==> config.mk <==
export PLATFORM = sky130hd
export DESIGN_NAME = seizure_alarm_ctrl
export DESIGN_NICKNAME = d
export VERILOG_FILES = /design/src/rtl/seizure_alarm_pkg.sv /design/src/rtl/seizure_win_counter.sv /design/src/rtl/seizure_alarm_ctrl.sv
export SDC_FILE = /design/constraint.sdc
export NUM_CORES = 1
export LEC_CHECK = 0
export BUFFER_PORTS_ARGS = -buffer_cell sky130_fd_sc_hd__buf_2
export CORE_MARGIN = 4
export CORE_UTILIZATION = 60
export CTS_CLUSTER_DIAMETER = 200
export DETAILED_ROUTE_END_ITERATION = 16
export GPL_ROUTABILITY_DRIVEN = 0
export PLACE_DENSITY = 0.78
export SLEW_MARGIN = 40
export SYNTH_ARGS = -nofsm -noshare
export SYNTH_HDL_FRONTEND = slang
export SYNTH_SLANG_ARGS = --single-unit
==> constraint.sdc <==
create_clock -name apb_clk -period 10.6 [get_ports apb_clk]
set_input_delay 0.53 -clock apb_clk [delete_from_list [all_inputs] [get_ports apb_clk]]
set_output_delay 0.53 -clock apb_clk [all_outputs]
set_load 0.05 [all_outputs]
==> src/rtl/seizure_alarm_pkg.sv <==
// Shared types and constants for the seizure alarm controller.
// The HOLDOFF state exists only when SEIZURE_ALARM_HOLDOFF_EN is defined.
package seizure_alarm_pkg;

  localparam int ALARM_CNT_W = 16;
  localparam logic [ALARM_CNT_W-1:0] ALARM_CNT_MAX = 16'hFFFF;

`ifdef SEIZURE_ALARM_HOLDOFF_EN
  typedef enum logic [1:0] {
    IDLE    = 2'd0,
    MONITOR = 2'd1,
    ALARM   = 2'd2,
    HOLDOFF = 2'd3
  } state_t;
`else
  typedef enum logic [1:0] {
    IDLE    = 2'd0,
    MONITOR = 2'd1,
    ALARM   = 2'd2
  } state_t;
`endif

  function automatic logic [ALARM_CNT_W-1:0] sat_inc(input logic [ALARM_CNT_W-1:0] v);
    return (v == ALARM_CNT_MAX) ? v : v + 16'd1;
  endfunction

endpackage

==> src/rtl/seizure_win_counter.sv <==
// Sliding window of the last WIN_LEN decisions with a running count of ones
// and a saturating fill counter.
module seizure_win_counter #(
  parameter int WIN_LEN = 16,
  localparam int CNT_W = $clog2(WIN_LEN + 1)
) (
  input  logic             clk,
  input  logic             reset_n,
  input  logic             shift,
  input  logic             din,
  input  logic             clear,
  output logic [CNT_W-1:0] count,
  output logic [CNT_W-1:0] count_next,
  output logic             full
);

  localparam logic [CNT_W-1:0] FILL_MAX = CNT_W'(WIN_LEN);

  logic [WIN_LEN-1:0] win, win_next;
  logic [CNT_W-1:0]   fill, fill_next;
  logic               oldest;

  // Until the window has filled, the slot being evicted never held a real sample.
  assign oldest = (fill == FILL_MAX) ? win[WIN_LEN-1] : 1'b0;

  always_comb begin
    win_next   = win;
    fill_next  = fill;
    count_next = count;
    if (clear) begin
      win_next   = '0;
      fill_next  = '0;
      count_next = '0;
    end else if (shift) begin
      win_next   = {win[WIN_LEN-2:0], din};
      fill_next  = (fill == FILL_MAX) ? fill : fill + CNT_W'(1);
      count_next = count + CNT_W'(din) - CNT_W'(oldest);
    end
  end

  // full describes the window as it stands after the current edge's update.
  assign full = (fill_next == FILL_MAX);

  always_ff @(posedge clk) begin
    if (!reset_n) begin
      win   <= '0;
      fill  <= '0;
      count <= '0;
    end else begin
      win   <= win_next;
      fill  <= fill_next;
      count <= count_next;
    end
  end

endmodule

==> src/rtl/seizure_alarm_ctrl.sv <==
// Alarm controller: raises a latched alarm when enough recent predictions are positive.
// Optional post-clear holdoff is built when SEIZURE_ALARM_HOLDOFF_EN is defined.
module seizure_alarm_ctrl
  import seizure_alarm_pkg::*;
#(
  parameter int WIN_LEN     = 16,
  parameter int THRESH      = 12,
  parameter int HOLDOFF_LEN = 32,
  localparam int CNT_W = $clog2(WIN_LEN + 1)
) (
  input  logic                   apb_clk,
  input  logic                   reset_n,
  input  logic                   pred_valid,
  input  logic                   seizure_prediction,
  input  logic                   alarm_enable,
  input  logic                   alarm_clear,
  output logic                   alarm,
  output logic                   irq,
  output logic [CNT_W-1:0]       hit_count,
  output logic [ALARM_CNT_W-1:0] alarm_count
);

  if (WIN_LEN < 2 || WIN_LEN > 64) begin : g_bad_win
    $error("WIN_LEN must be in 2..64");
  end
  if (THRESH < 1 || THRESH > WIN_LEN) begin : g_bad_thresh
    $error("THRESH must be in 1..WIN_LEN");
  end
  if (HOLDOFF_LEN < 1 || HOLDOFF_LEN > 255) begin : g_bad_holdoff
    $error("HOLDOFF_LEN must be in 1..255");
  end

  localparam logic [CNT_W-1:0] THRESH_V = CNT_W'(THRESH);

  state_t                 state, state_next;
  logic                   win_shift, win_clear, win_full, enter_alarm;
  logic [CNT_W-1:0]       count_next;
  logic [ALARM_CNT_W-1:0] alarm_cnt_q;

`ifdef SEIZURE_ALARM_HOLDOFF_EN
  localparam logic [7:0] HO_LAST = 8'(HOLDOFF_LEN - 1);
  logic [7:0] ho_cnt, ho_next;
`endif

  seizure_win_counter #(.WIN_LEN(WIN_LEN)) u_win (
    .clk        (apb_clk),
    .reset_n    (reset_n),
    .shift      (win_shift),
    .din        (seizure_prediction),
    .clear      (win_clear),
    .count      (hit_count),
    .count_next (count_next),
    .full       (win_full)
  );

  always_comb begin
    state_next  = state;
    win_shift   = 1'b0;
    win_clear   = 1'b0;
    enter_alarm = 1'b0;
`ifdef SEIZURE_ALARM_HOLDOFF_EN
    ho_next     = ho_cnt;
`endif
    // Disable outranks clear and samples arriving in the same cycle.
    if (!alarm_enable) begin
      state_next = IDLE;
      win_clear  = 1'b1;
`ifdef SEIZURE_ALARM_HOLDOFF_EN
      ho_next    = '0;
`endif
    end else begin
      case (state)
        IDLE: state_next = MONITOR;
        MONITOR: begin
          win_shift = pred_valid;
          if (pred_valid && win_full && count_next >= THRESH_V) begin
            state_next  = ALARM;
            enter_alarm = 1'b1;
          end
        end
        ALARM: begin
          if (alarm_clear) begin
            win_clear = 1'b1;
`ifdef SEIZURE_ALARM_HOLDOFF_EN
            state_next = HOLDOFF;
`else
            state_next = MONITOR;
`endif
          end else begin
            win_shift = pred_valid;
          end
        end
`ifdef SEIZURE_ALARM_HOLDOFF_EN
        HOLDOFF: begin
          win_shift = pred_valid;
          if (pred_valid) begin
            if (ho_cnt == HO_LAST) begin
              state_next = MONITOR;
              ho_next    = '0;
            end else begin
              ho_next = ho_cnt + 8'd1;
            end
          end
        end
`endif
        default: state_next = IDLE;
      endcase
    end
  end

  always_ff @(posedge apb_clk) begin
    if (!reset_n) begin
      state       <= IDLE;
      irq         <= 1'b0;
      alarm_cnt_q <= '0;
`ifdef SEIZURE_ALARM_HOLDOFF_EN
      ho_cnt      <= '0;
`endif
    end else begin
      state <= state_next;
      irq   <= enter_alarm;
      if (enter_alarm) begin
        alarm_cnt_q <= sat_inc(alarm_cnt_q);
      end
`ifdef SEIZURE_ALARM_HOLDOFF_EN
      ho_cnt <= ho_next;
`endif
    end
  end

  assign alarm       = (state == ALARM);
  assign alarm_count = alarm_cnt_q;

endmodule
==> results.md <==
- Status: finished clean
- Final worst slack: approximately 6800 ps
- Synth Cell Area: about 2300 um2
- CP top delay family: adder cells
- CP Capture Type: flop
- Yosys top cell by area: dfxtp_1
- Pleak: 1.046 nW
- First DRT Iteration DRCs: 128
- Worst rel slew slack: between 40% and 50%
- Slew Viols, Final: 0
- Clk root buf: clkbuf_8
- Post-layout minimum cycle time: 3809 ps
- Initial antenna violation count: 0
- Drt drc: 0
- Synth cell types: 46
- Final setup violating endpoints: 0
- FMAX: around 260 MHz
- RSZ-0062 raised after global routing: false
- Setup Buffers After CTS: 0
- PwrDens: ~110 nW/um2
- Nets: 325
- I/O pin count: 29
- Vias per inst: roughly 5.6
- Die height: between 70 and 80 um
- Floorplan row count: 22
- Clock buffer depth: 2
- Ant diodes: 0
- Remaining global-route overflow: 0
- Cell Chain, Critical Path: inv_1, ha_1, nand4bb_1, nor2_1, ha_1, inv_1, ha_1, inv_1, fa_1, nand2b_1, a21oi_1, mux2_2, xor2_1, o211ai_1, or4_1, a21oi_1
- Avg WL per Cell: 13.50 um
- Crit path DAT: roughly 4000 ps
- Most common cell after layout, fill and taps aside: nand2_1
- Setup TNS: 0 ps
- Fraction of layout instances using a drive strength above 1: between 10 and 15%
- Final number of hold-violating endpoints: 0
- Vias: roughly 2000
- Most frequent cells in the layout: 51 x nand2_1, 45 x dfxtp_1, 31 x a21oi_1, 28 x buf_2, 16 x nor2_1
- Post-synth EDFFs: 0
- Pin count of the biggest net entering global routing: 26
- Vias in the first global route: approximately 1800
- Yosys warns: 0
- DP Wirelength: roughly 3500 um
- Max Cap Viol: 0
- Synthesis-to-finish area growth: 11.21%
- Register bit count reported by yosys: between 40 and 50
- Die ar.: 4970 um2
- Post-Syn Instances: between 200 and 300
- Post-cts hold buffer count: 0
- Crit share post-route: 35.93%
- Worst hold path class: reg -> reg
- Fin cells: 356
- Post-route antenna net violation count: 0
- Critical path's largest stage delay: ~580 ps
- CTS tree: done
- Critical path required time: 10830 ps
- Critical-path cell with the highest stage delay: or4_1
- Yosys top cell area share: just under 40%
- Asr flop ratio synth: 0%
- DRT Pass-1 Iters: 4
- CP bufs+invs: 3
- Worst Skew: slightly below 6 ps
- Syn nets: 301
- Num CTS Buffers: 5
- Seq/Total Area, Yosys: between 30% and 40%
- Critical path class: reg -> reg
- PortBufs: 28
- Total GRT Usage: just over 20%
- Top_reg_cell synth: dfxtp_1
- Slew @ Worst Pin: ~820 ps
- First-pass GRT wire length: between 8000 and 9000 um
- Post-DP Area: ~2500 um2
- Starting Density: a little over three fifths
- Post-Synthesis Mean Instance Area: 8.281 um2
- Post-Route WL: about 4800 um
- Latest clock arrival within the worst-skew pair: 300 ps
- Pre-CTS WS: 6805 ps
- Clk pin slew, worst setup/hold paths: roughly 90 ps
- Core ar.: between 3000 and 4000 um2
- Inst Count DP: 348
- Critical path launch point type: flop
- Post-CTS resize count: 0
- Die W: 70.50 um
- Design area: 2606 um2
- VDD IR max: 107.4 uV
- H-Tree Depth: 2
- Sink Count: 45
- Area contributors post-synth: dfxtp_1 38%, nand2_1 8.3%, a21oi_1 6.6%
- Max FO, Critical Path: 12
## synthesized netlist by cell type (all sizes together) (3+ instances only)
cell type and n:
ha 11, mux2i 11, inv 15, o21ai 6, a21boi 3, nor2 16
nand2b 11, xnor2 4, or3 4, dfxtp 45, a211oi 3, xor2 4
and3 9, and2 3, a21oi 31, o211ai 4, clkbuf 11, nand2 52
or4 3, nand4 7, and4 3, nand3 4
## worst paths after layout
path	from	to	slack, ps	depth (start not counted)
setup / recovery	u_win.fill[0]$_SDFF_PN0_	alarm_count[15]$_SDFFE_PN0P_	6790	16
hold / removal	u_win.win[14]$_SDFFE_PP0P_	u_win.win[15]$_SDFFE_PP0P_	450	2
setup reg to reg	u_win.fill[0]$_SDFF_PN0_	alarm_count[15]$_SDFFE_PN0P_	6790	16
hold reg to reg	u_win.win[14]$_SDFFE_PP0P_	u_win.win[15]$_SDFFE_PP0P_	450	2
## sequential cells by signal (all words and copies together), names as in the netlist
name         flops
u_win.fill       5
alarm_count     16
state            2
irq              1
u_win.count      5
u_win.win       16
## through the flow
stage / hold slack [ps] / utilization (%) / power (mW)
final: 454.9 / 70.13 / 0.2923
after detailed placement: 443.7 / 67.54 / 0.1842
after CTS: 456.5 / 70.07 / 0.2947
after global routing: 467.3 / 70.13 / 0.3040
after floorplan: 432.1 / - / 0.1809
after global placement: 437.0 / 67.34 / 0.1839
## logic make-up (layout without fill, tap and decap cells)
logic type / Yosys count / count (layout) / share of synthesized area, %
DFF: 45 / 45 / 38.44
and+or+nand+nor: 121 / 121 / 26.16
muxes: 12 / 12 / 5.179
adders and majority gates: 12 / 12 / 6.727
xor gates and xnor gates: 8 / 8 / 2.990
buffers and inverters: 28 / 53 / 4.645
AOI/OAI and AO/OA: 57 / 57 / 15.86
## layout make-up
cell class / count / area [um2]
Timing Repair Buffer: 29 / 147.6
Clock inverter: 3 / 25.02
Tap cell: 48 / 60.06
Inverter: 16 / 60.06
Multi-Input combinational cell: 210 / 1344
Clock buffer: 5 / 68.82
Fill cell: 321 / 1110
Sequential cell: 45 / 900.9
## routing by layer
layer  vias to the layer above  GRT usage, %  part of all wire [%]
met3                         7         3.885                   3.6
li1                       1030             -                     -
met1                       929         28.29                    50
met4                         0         5.106                   1.2
met5                         -             0                     0
met2                        33         31.50                    46
## worst register-to-register path: stages, from the launching register on
cell and delay [ps]:
dfxtp_1 370, inv_1 100, ha_1 200, nand4bb_1 140, nor2_1 60, ha_1 260
inv_1 50, ha_1 150, inv_1 60, fa_1 390, nand2b_1 160, a21oi_1 170
mux2_2 390, xor2_1 170, o211ai_1 330, or4_1 580, a21oi_1 160
## power by group
group	leakage [nW]	switching, mW	internal (mW)	total [mW]
registers	0.362	0.000168	0.169	0.169
clock network	0.0452	0.0639	0.0481	0.112
logic	0.639	0.00786	0.00310	0.0110
total	1.05	0.0719	0.220	0.292
Note: power is estimated with default switching activity, not from simulation.
